<file path="src/rtl/issue_pair.sv">
// Dual-issue pairing stage: splits a fetched instruction pair into one or two issue lanes, serialising RAW/WAW-dependent pairs.
// Optional split counter output enabled by defining ISSUE_PAIR_SPLIT_CNT_EN.
module issue_pair #(
  parameter int XLEN    = 32,
  parameter int RADDR_W = 5
) (
  input  logic               clk,
  input  logic               rst,
  input  logic               in_valid,
  output logic               in_ready,
  input  logic [XLEN-1:0]    in_pc,
  input  logic [XLEN-1:0]    in_instr0,
  input  logic [XLEN-1:0]    in_instr1,
  input  logic               out_ready,
  output logic               issue_valid_1,
  output logic               issue_valid_2,
  output logic [XLEN-1:0]    issue_instr_1,
  output logic [XLEN-1:0]    issue_instr_2,
  output logic [XLEN-1:0]    issue_pc_1,
  output logic [XLEN-1:0]    issue_pc_2,
  output logic [RADDR_W-1:0] readaddr1_1,
  output logic [RADDR_W-1:0] readaddr2_1,
  output logic [RADDR_W-1:0] readaddr1_2,
  output logic [RADDR_W-1:0] readaddr2_2
`ifdef ISSUE_PAIR_SPLIT_CNT_EN
  ,
  output logic [31:0]        split_count
`endif
);

  typedef enum logic [1:0] {
    IDLE  = 2'd0,
    PAIR  = 2'd1,
    SPLIT = 2'd2
  } state_t;

  state_t            state_r;
  logic [XLEN-1:0]   pc_r;
  logic [XLEN-1:0]   instr0_r;
  logic [XLEN-1:0]   instr1_r;
  logic [XLEN-1:0]   pc_plus4_s;
  logic [RADDR_W-1:0] dest0_s;
  logic [RADDR_W-1:0] dest1_s;
  logic              hazard_s;
  logic              accept_s;

  // Destination register; $0 is reported as "no destination" (zero).
  function automatic logic [RADDR_W-1:0] dest_of(input logic [5:0] op,
                                                 input logic [RADDR_W-1:0] rt,
                                                 input logic [RADDR_W-1:0] rd);
    logic [RADDR_W-1:0] d;
    case (op)
      6'h00:                                           d = rd;
      6'h08, 6'h09, 6'h0C, 6'h0D, 6'h0E, 6'h0F, 6'h23: d = rt;
      default:                                         d = {RADDR_W{1'b0}};
    endcase
    return d;
  endfunction

  function automatic logic reads_rt(input logic [5:0] op);
    logic r;
    case (op)
      6'h00, 6'h04, 6'h05, 6'h2B: r = 1'b1;
      default:                    r = 1'b0;
    endcase
    return r;
  endfunction

  assign pc_plus4_s = pc_r + {{(XLEN-3){1'b0}}, 3'b100};
  assign dest0_s    = dest_of(instr0_r[31:26], instr0_r[20:16], instr0_r[15:11]);
  assign dest1_s    = dest_of(instr1_r[31:26], instr1_r[20:16], instr1_r[15:11]);
  assign accept_s   = in_valid & in_ready;

  // Intra-pair dependency check on the held pair.
  always_comb begin
    hazard_s = 1'b0;
    if (dest0_s != {RADDR_W{1'b0}}) begin
      hazard_s = (dest0_s == instr1_r[25:21])
               | (reads_rt(instr1_r[31:26]) & (dest0_s == instr1_r[20:16]))
               | (dest0_s == dest1_s);
    end else begin
      hazard_s = 1'b0;
    end
  end

  // Lane contents and handshake; invalid lanes are driven to zero.
  always_comb begin
    in_ready      = 1'b0;
    issue_valid_1 = 1'b0;
    issue_valid_2 = 1'b0;
    issue_instr_1 = {XLEN{1'b0}};
    issue_instr_2 = {XLEN{1'b0}};
    issue_pc_1    = {XLEN{1'b0}};
    issue_pc_2    = {XLEN{1'b0}};
    case (state_r)
      IDLE: begin
        in_ready = 1'b1;
      end
      PAIR: begin
        issue_valid_1 = 1'b1;
        issue_instr_1 = instr0_r;
        issue_pc_1    = pc_r;
        in_ready      = out_ready & ~hazard_s;
        if (!hazard_s) begin
          issue_valid_2 = 1'b1;
          issue_instr_2 = instr1_r;
          issue_pc_2    = pc_plus4_s;
        end else begin
          issue_valid_2 = 1'b0;
        end
      end
      SPLIT: begin
        issue_valid_1 = 1'b1;
        issue_instr_1 = instr1_r;
        issue_pc_1    = pc_plus4_s;
        in_ready      = out_ready;
      end
      default: begin
        in_ready = 1'b0;
      end
    endcase
  end

  assign readaddr1_1 = issue_instr_1[25:21];
  assign readaddr2_1 = issue_instr_1[20:16];
  assign readaddr1_2 = issue_instr_2[25:21];
  assign readaddr2_2 = issue_instr_2[20:16];

  // Pair capture and issue sequencing.
  always_ff @(posedge clk) begin
    if (rst) begin
      state_r  <= IDLE;
      pc_r     <= {XLEN{1'b0}};
      instr0_r <= {XLEN{1'b0}};
      instr1_r <= {XLEN{1'b0}};
`ifdef ISSUE_PAIR_SPLIT_CNT_EN
      split_count <= 32'd0;
`endif
    end else begin
      if (accept_s) begin
        pc_r     <= in_pc;
        instr0_r <= in_instr0;
        instr1_r <= in_instr1;
      end
      case (state_r)
        IDLE:  if (in_valid) state_r <= PAIR;
        PAIR: begin
          if (out_ready) begin
            if (hazard_s) begin
              state_r <= SPLIT;
`ifdef ISSUE_PAIR_SPLIT_CNT_EN
              split_count <= split_count + 32'd1;
`endif
            end else if (in_valid) begin
              state_r <= PAIR;
            end else begin
              state_r <= IDLE;
            end
          end
        end
        SPLIT: if (out_ready) state_r <= in_valid ? PAIR : IDLE;
        default: state_r <= IDLE;
      endcase
    end
  end

endmodule

</file>
<file path="config.mk">
export PLATFORM = sky130hd
export DESIGN_NAME = issue_pair
export DESIGN_NICKNAME = d
export VERILOG_FILES = /design/src/rtl/issue_pair.sv
export SDC_FILE = /design/constraint.sdc
export NUM_CORES = 1
export LEC_CHECK = 0
export CAP_MARGIN = 10
export CELL_PAD_IN_SITES_DETAIL_PLACEMENT = 0
export CELL_PAD_IN_SITES_GLOBAL_PLACEMENT = 1
export CORE_ASPECT_RATIO = 0.75
export CORE_MARGIN = 3
export CORE_UTILIZATION = 30
export DETAILED_ROUTE_END_ITERATION = 12
export MAX_ROUTING_LAYER = met4
export PLACE_DENSITY_LB_ADDON = 0.1
export SETUP_SLACK_MARGIN = 0.3
export SLEW_MARGIN = 20
export SYNTH_ARGS = -nofsm -noshare
export SYNTH_HDL_FRONTEND = slang
export SYNTH_SLANG_ARGS = --single-unit
</file>
<file path="constraint.sdc">
create_clock -name clk -period 3.17 [get_ports clk]
set_input_delay 0.634 -clock clk [delete_from_list [all_inputs] [get_ports clk]]
set_output_delay 0.634 -clock clk [all_outputs]
set_load 0.01 [all_outputs]
</file>
Word level (Yosys, flattened, before mapping)
Cells that the tools add are included.
{ "classes": {"addsub": 1, "n_eq_ne": 25, "muxes": 21, "bitwise_logic": 6, "n_reduce_logical": 9} }
{ "ops": {"columns": ["cell", "n"], "rows": [
  ["$mux W32", 4],
  ["$pmux W32 S2", 2],
  ["$eq A6 B4 Y1 const B", 12],
  ["$add A32 B3 Y32 const B", 1],
  ["$pmux W5 S2", 2],
  ["$eq A6 B6 Y1 const B", 3],
  ["$eq A5 B5 Y1", 3],
  ["$reduce_or A7 Y1", 2],
  ["$eq A6 B3 Y1 const B", 2],
  ["$logic_not A6 Y1", 2],
  ["$mux W2", 4],
  ["$mux W1", 7],
  ["$ne A2 B2 Y1 const B", 3],
  ["$pmux W2 S3", 1],
  ["$reduce_bool A5 Y1", 1],
  ["$reduce_or A4 Y1", 1],
  ["$and A1 B1 Y1", 3],
  ["$pmux W1 S3", 1],
  ["$reduce_and A3 Y1", 1],
  ["$eq A2 B1 Y1 const B", 1],
  ["$eq A2 B2 Y1 const B", 1],
  ["$logic_not A2 Y1", 1],
  ["$or A1 B1 Y1", 2],
  ["$reduce_or A2 Y1", 1],
  ["$not A1 Y1", 1]
]} }
{ "word_totals": {"register_bits": 98, "in_bits": 100, "out_inout_bits": 151, "word_cells": 66} }

Longest topological paths before layout
Gate-level depths: netlist of run 1.
{ "logic_depth": {"ltp_word": 13, "depth_mapped": 14, "ltp_nobuf": 10} }

Worst setup path after synthesis of run 1
Ideal clock, no wire load.
{ "synth_path": {"kind": "register -> output", "startpoint": "register instr0_r[27]", "endpoint": "output port readaddr1_2[0]", "arrival_time_ps": 2845, "t_required_ps": 2536, "slack_ps": -309, "path_stages_with_launch": 13, "path_buffers": 3, "cell_sequence": "dfxtp_1 > and2b_1 > o22ai_2 > a22o_1 > or4_4 > o211ai_1 > o22ai_1 > or2_1 > buf_2 > inv_1 > clkbuf_1 > and2_1 > buf_4"} }
{ "synth_between": {"elab_chain_len": 10, "elab_cells_between_ends": 20, "cone_classes": "eq/ne: 10; mux: 4; bitwise: 3; reduce/logical: 3"} }
{ "synth_lines": {"columns": ["element", "line", "text"], "rows": [
  ["from (decl)", "39", "logic [XLEN-1:0] instr0_r;"],
  ["from (signal assigned)", "134", "instr0_r <= {XLEN{1'b0}};"],
  ["from (signal assigned)", "142", "instr0_r <= in_instr0;"],
  ["$eq A6 B4 Y1 / $eq A6 B6 Y1 (equally long branches)", "52", "case (op)"],
  ["$reduce_or A7 Y1", "52", null],
  ["$pmux W5 S2 *", "52", null],
  ["$eq A5 B5 Y1", "79", "| (reads_rt(instr1_r[31:26]) & (dest0_s == instr1_r[20:16]))"],
  ["$and A1 B1 Y1", "79", null],
  ["$or A1 B1 Y1", "79", null],
  ["$or A1 B1 Y1", "80", "| (dest0_s == dest1_s);"],
  ["$mux W1 *", "77", "if (dest0_s != {RADDR_W{1'b0}}) begin"],
  ["$mux W32 *", "104", "if (!hazard_s) begin"],
  ["$mux W32 *", "95", "case (state_r)"],
  ["to (decl)", "23", "output logic [RADDR_W-1:0] readaddr1_2,"]
]} }
Every way passes the cells marked *; elsewhere a longest branch is shown, timed or not.

Worst setup path in the final report of run 1
{ "layout_path": {"startpoint": "register instr0_r[28]", "endpoint": "output port issue_instr_2[20]"} }
{ "layout_between": {"elab_chain_len": 10, "elab_cells_between_ends": 20, "cone_classes": "eq/ne: 10; mux: 4; bitwise: 3; reduce/logical: 3"} }
{ "layout_lines": {"columns": ["element", "line", "text"], "rows": [
  ["$eq A6 B4 Y1 / $eq A6 B6 Y1 (equally long branches)", "52", null],
  ["$reduce_or A7 Y1", "52", null],
  ["$pmux W5 S2 *", "52", null],
  ["$eq A5 B5 Y1", "79", null],
  ["$and A1 B1 Y1", "79", null],
  ["$or A1 B1 Y1", "79", null],
  ["$or A1 B1 Y1", "80", null],
  ["$mux W1 *", "77", null],
  ["$mux W32 *", "104", null],
  ["$mux W32 *", "95", null],
  ["to (decl)", "18", "output logic [XLEN-1:0] issue_instr_2,"]
]} }
Marks and branches as above.

==> results of run 1 <==
## final cells by class
cell class                 count  area, µm²
fill                        2286      11600
tap                          300        375
clock buffer                  10        250
antenna                        4       10.0
inverter                       7       31.3
multi-input combinational    694       5310
sequential                    98       1990
clock inverter                 6       53.8
timing repair buffer         393       3790
## timing repair
action | 4_1_cts | 5_1_grt
pin swaps | 28 | 24
setup buffers | 18 | 12
gates resized for setup | 466 | 103
gates cloned | 3 | 3
endpoints found under the setup margin | 242 | 246
## cells in the final DEF (no fill, tap or decap), drive strengths merged, types with 29 or more instances in the layout
master	synthesis	routed
o21ai	29	29
nor2b	63	63
buf	35	231
dfxtp	98	98
a22oi	37	37
mux2i	97	97
nor2	40	40
and2	48	48
clkdlybuf4s50	0	155
nand2b	193	193
## state kept, by name, summed over array words and instances, names as in the netlist
register / cells
instr0_r: 32
instr1_r: 32
pc_r: 32
state_r: 2
## worst min-delay path, delay by kind of cell (launching register included)
kind	cells	cell delay [ns]
DFF	1	0.31
and+or+nand+nor	1	0.06
muxes	1	0.05
## cell families (layout without fill, tap and decap cells)
family | after synthesis | after routing
simple gates | 432 | 432
compound gates | 116 | 116
mux | 98 | 98
flops | 98 | 98
buf+inv | 95 | 416
xor+xnor | 43 | 43
fa+ha+maj | 5 | 5
other cells | 0 | 4
## Yosys cell counts (5+ instances only)
cell      count  area share [%]
clkbuf_1     53             2.7
a22o_1        5            0.60
o21ai_0      28             1.9
nand3_1      11            0.76
xnor2_1      26             3.1
a21o_1       11             1.1
a21oi_1      17             1.2
dfxtp_1      98              27
nand2_1      24             1.2
ha_1          5            0.86
nor2b_1      63             5.4
nand2b_1    193              17
buf_4        26             2.7
a22oi_1      37             3.8
nor2_1       40             2.1
and3_1       14             1.2
mux2i_1      97              13
inv_1         7            0.36
xor2_1       17             2.0
buf_12        5             1.4
nor3b_1      14             1.4
and2_1       48             4.1
## power by group through the flow
stage                     registers (mW)  logic (mW)  clock network [mW]
after floorplan                     1.77        2.24                   0
after global placement              1.78        3.87                   0
after detailed placement            1.78        3.86                   0
after CTS                           1.77        4.17                1.21
after global routing                1.82        4.89                1.26
final                               1.78        4.53                1.17
## metal layers
| layer | up-vias | track usage, % | share of wire [%] |
|---|---|---|---|
| li1 | 3584 | - | - |
| met1 | 3207 | 29.3 | 51 |
| met2 | 179 | 26.6 | 41 |
| met3 | 12 | 5.39 | 7.1 |
| met4 | 0 | 3.06 | 0.63 |
| met5 | - | - | 0 |
## metrics by stage
step | instance area (µm²) | TNS (ns) | total power, mW | hold slack (ns) | instances
final | 11800 | -45.57 | 7.49 | 0.475 | 1512
after global routing | 11800 | -72.66 | 7.97 | 0.490 | 1512
after CTS | 11400 | -37.74 | 7.15 | 0.478 | 1493
after detailed placement | 10800 | -50.06 | 5.64 | 0.462 | 1456
after global placement | 10800 | -43.73 | 5.65 | 0.459 | 1456
after floorplan | 7440 | 0 | 4.01 | 0.448 | 887
## path summary, 6_finish.rpt
kind,end,depth (start not counted)
worst max-delay path,issue_instr_2[20],12
worst min-delay path,instr0_r[9],2
worst max register to register,instr0_r[6],15
worst min register to register,instr0_r[9],2
==> flow_summary.toml, run 1 <==
[logic_synthesis]
synth_top_family_by_area = "simple AND/OR/NAND/NOR gates"
synthSimpleGateAreaFrac_pct = 35.6
ys_ff_latch = 98
syn_area_per_cell_um2 = 8.21
synth_area_mm2 = 0.00728
synth-edff-count = 0
synth_adder_area_share_pct = 0.859
synth_compound_area_share_pct = 10.5
synthMuxAreaShare_pct = 13.5
synth_xor_area_share_pct = 5.17
synth_nets = 992
ys_warn_count = 0
synth_flop_cell = "dfxtp_1"
netlist_instances = 887
ys_seq_area_share_pct = 26.9
synthArstFlopShare_pct = 0
synth_cell_type_count = 51

[floorplan]
start_util_pct = 31.1
design.die.area_mm2 = 0.0262
core_area_mm2 = 0.0234
die_x_um = 186
io_pins = 251
rows = 48
die_y_um = 141

[power_and_ir_drop]
switching_share_pct = 39.3
vdd.ir_drop.worst_v = 0.000345
p_sw_mw = 2.94
pwr-share-seq_pct = 23.8
p_clk_share_pct = 15.6
power.density_mw_per_mm2 = 634
p_leak_nw = 4.78
power.internal_mw = 4.54
combPwrFrac_pct = 60.6

[placement]
io_buffers = 250
gp_congestion = 0.830
dp_hpwl_mm = 18.5
place_ws_ns = -0.579

[clock_network]
numClockSinks = 98
cts_tree = "built"
root_buffer = "clkbuf_16"
h-tree-depth = 3
cts_hold_buf = 0
path_clk_slew_ns = 0.08
clockBufferDepth = 2
cts_buffers = 9
clkLatencyLatePin_ns = 0.36

[finish]
area_growth_pct = 62.2
drive_gt1_share_pct = 31.5
finalNetCount = 1308
utilization_pct = 50.4

[setup_path]
reg2reg_setup_slack_ns = -0.19
slowest_stage = "or4_4"
cpMostUsedCell = "buf_6"
path_buf_inv = 4
slowest_delay_ns = 0.55
cp_cell_sequence = "and2b_2, o22ai_4, a22o_4, or4_4, o211ai_1, o22ai_2, or2_4, inv_6, buf_8, buf_6, and2_4, buf_6"
worstPathArrival_ns = 3.06
cp-startpoint = "instr0_r[28]"
cp_max_fo = 7
cp-end-kind = "output port"
start_kind = "flip-flop"
crit_type = "reg2out"
crit_family = "simple AND/OR/NAND/NOR gates"
timing.rr.start = "instr0_r[28]"
cp_data_required_time_ns = 2.54

[route]
dr.first_iter.drc_count = 358
wire_per_inst_um = 17.1
drt_pass1_iterations = 4
totalWireLength_mm = 25.9
via_per_inst = 4.62
vias = 6982
ant_nets = 0
drc = 0

[global_routing]
grt_pass1_wl_mm = 39.3
antenna_found_initial = 4
grt_max_degree = 77
grt-ovfl-total = 0
grt_usage_pct = 19.6
grt_pass1_vias = 6748

[min_path]
worstHoldPathType = "reg2reg"
hold_start = "instr0_r[9]"

[sta]
fmax_mhz = 270
setup_viol = 175
layout_min_cycle_time_ns = 3.70
worst_slew_pin_slew_ns = 0.534
fin_crit_sh_pct = 117
worst_slack_ns = -0.529
slew_headroom_pct = 64.4
hold_viol_final = 0
grt_setup_unrepaired = "true"
slew_viol_final = 0
clock_skew_ns = 0.0118

[outcome]
status = "finished with violations"
violations = "negative setup slack"

[job]
drv_cap = 0
No activity file was read; power rests on OpenSTA's default activity.
==> run 2: changes to the inputs <==
CORE_UTILIZATION = 42   (was 30)
DONT_BUFFER_PORTS = 1   (was default)
==> run 2 against run 1 <==
  * The flow still finishes with violations (negative setup slack)
  * Critical path depth decreased by 2
  * Design area decreased by 24%
  * Hold slack got worse by 0.097 ns
  * Core utilization increased by 2.6 points
  * Clock-buffer cell count increased by 1
  * Critical endpoint is now issue_instr_2[6]
==> flow_summary.toml, run 2 (synthesis gave the netlist of run 1 again) <==
[outcome]
status = "finished with violations"
violations = "negative setup slack"

[setup_path]
cp_max_fo = 22
timing.rr.start = "instr0_r[28]"
worstPathArrival_ns = 2.94
cp_data_required_time_ns = 2.54
reg2reg_setup_slack_ns = -0.06
r2r_end = "instr0_r[5]"
start_kind = "flip-flop"
worstRegToRegCells = 13
cp-end-kind = "output port"
crit_type = "reg2out"

[sta]
setup_viol = 116
worst_slew_pin_slew_ns = 0.495
fin_crit_sh_pct = 113
worst_slack_ns = -0.402
holdWs_ns = 0.378
slew_viol_final = 0
layout_min_cycle_time_ns = 3.57
hold_viol_final = 0
grt_setup_unrepaired = "true"
slew_headroom_pct = 67.0
fmax_mhz = 280
clock_skew_ns = 0.00914

[clock_network]
clockBufferDepth = 2
clkLatencyLatePin_ns = 0.35
cts_tree = "built"
numClockSinks = 98
h-tree-depth = 3
path_clk_slew_ns = 0.07
cts_buffers = 9
cts_hold_buf = 0
root_buffer = "clkbuf_16"

[power_and_ir_drop]
power.internal_mw = 4.00
vdd.ir_drop.worst_v = 0.000387
design_power_total_mw = 6.72
p_sw_mw = 2.71
switching_share_pct = 40.4
combPwrFrac_pct = 55.0
power.density_mw_per_mm2 = 749
p_leak_nw = 3.42
pwr-share-seq_pct = 27.7
p_clk_share_pct = 17.3

[floorplan]
start_util_pct = 43.0
rows = 41
die_y_um = 120
die_x_um = 158
io_pins = 251
core_area_mm2 = 0.0169
design.die.area_mm2 = 0.0190

[global_routing]
grt_max_degree = 196
grt_pass1_wl_mm = 33.7
grt_usage_pct = 23.2
antenna_found_initial = 1
grt-ovfl-total = 0
grt_pass1_vias = 6022

[route]
drt_pass1_iterations = 5
via_per_inst = 5.33
totalWireLength_mm = 22.2
wire_per_inst_um = 19.6
ant_nets = 0
vias = 6049
drc = 0
dr.first_iter.drc_count = 369

[finish]
finalNetCount = 1017
instances_no_fill = 1134
final_cell_mix = "nand2b_1, mux2i_1, dfxtp_1"
area_growth_pct = 23.2
drive_gt1_share_pct = 27.3
reg_top3 = "instr0_r x32, instr1_r x32, pc_r x32"
layout_commonest_cell = "nand2b_1"

[min_path]
hold_end = "state_r[1]"
hold_depth = 1
hold_start = "rst"
worstHoldPathType = "in2reg"

[placement]
dp_hpwl_mm = 15.0
io_buffers = 0
gp_congestion = 0.832
dp.cells = 1078

[job]
drv_cap = 0
-- run 2: power groups by stage --
stage          registers [mW]  clock network, mW  logic [mW]
2_1_floorplan            1.77                  0        2.24
3_3_place_gp             1.84                  0        2.92
3_5_place_dp             1.86                  0        2.96
4_1_cts                  1.85               1.21        3.43
5_1_grt                  1.91               1.26        3.97
6_report                 1.86               1.16        3.69
-- run 2: worst max path at each step --
stage	startpoint	endpoint	slack (ns)	cells past startpoint
2_1_floorplan	instr0_r[30]	readaddr1_2[0]	0.03	13
3_5_place_dp	instr0_r[28]	instr1_r[11]	-0.23	11
3_3_place_gp	instr0_r[28]	instr1_r[7]	-0.12	11
4_1_cts	instr0_r[30]	in_ready	-0.38	11
6_report	instr0_r[28]	issue_instr_2[6]	-0.40	10
5_1_grt	instr0_r[28]	issue_instr_2[5]	-0.55	10
-- run 2: final cells by class --
cell class | instances | area (µm²)
diodes | 2 | 5.00
clock buffers | 11 | 264
clock inverters | 5 | 48.8
fillers | 1600 | 7960
inverters | 7 | 28.8
multi-input cells | 694 | 5240
flip-flops and latches | 98 | 2000
well taps | 215 | 269
repair buffers | 102 | 1110
-- run 2: worst max-delay path, cell delays in order, from the launching register on --
cell      delay, ns
dfxtp_2        0.34
and2b_1        0.23
o22ai_4        0.11
a22o_4         0.28
or4_4          0.55
o211ai_1       0.20
o22ai_1        0.13
or2_4          0.29
inv_4          0.09
buf_12         0.16
and2_1         0.20
-- run 2: stage by stage --
step	setup WS, ns	setup TNS [ns]	cell area, µm²	util, %
global route	-0.550	-51.14	8970	53.0
global placement	-0.121	-7.85	7720	45.6
detailed placement	-0.234	-14.18	7720	45.6
CTS	-0.375	-24.78	8580	50.7
floorplan	0.0266	0	7440	-
finish	-0.402	-27.63	8970	53.0
-- run 2: timing repair --
| item | CTS | global route |
|---|---|---|
| gates cloned | 5 | 3 |
| pin swaps | 18 | 34 |
| setup endpoints to repair | 189 | 190 |
| resized for setup | 93 | 63 |
| setup buffers | 13 | 17 |
-- run 2: metal layers --
metal	vias up	wire length [µm]	track usage [%]	share of wire (%)
li1	3006	-	-	-
met1	2869	11000	33.2	50
met2	163	9780	33.5	44
met3	11	1250	5.66	5.6
met4	0	147	4.35	0.66
met5	-	0	-	0
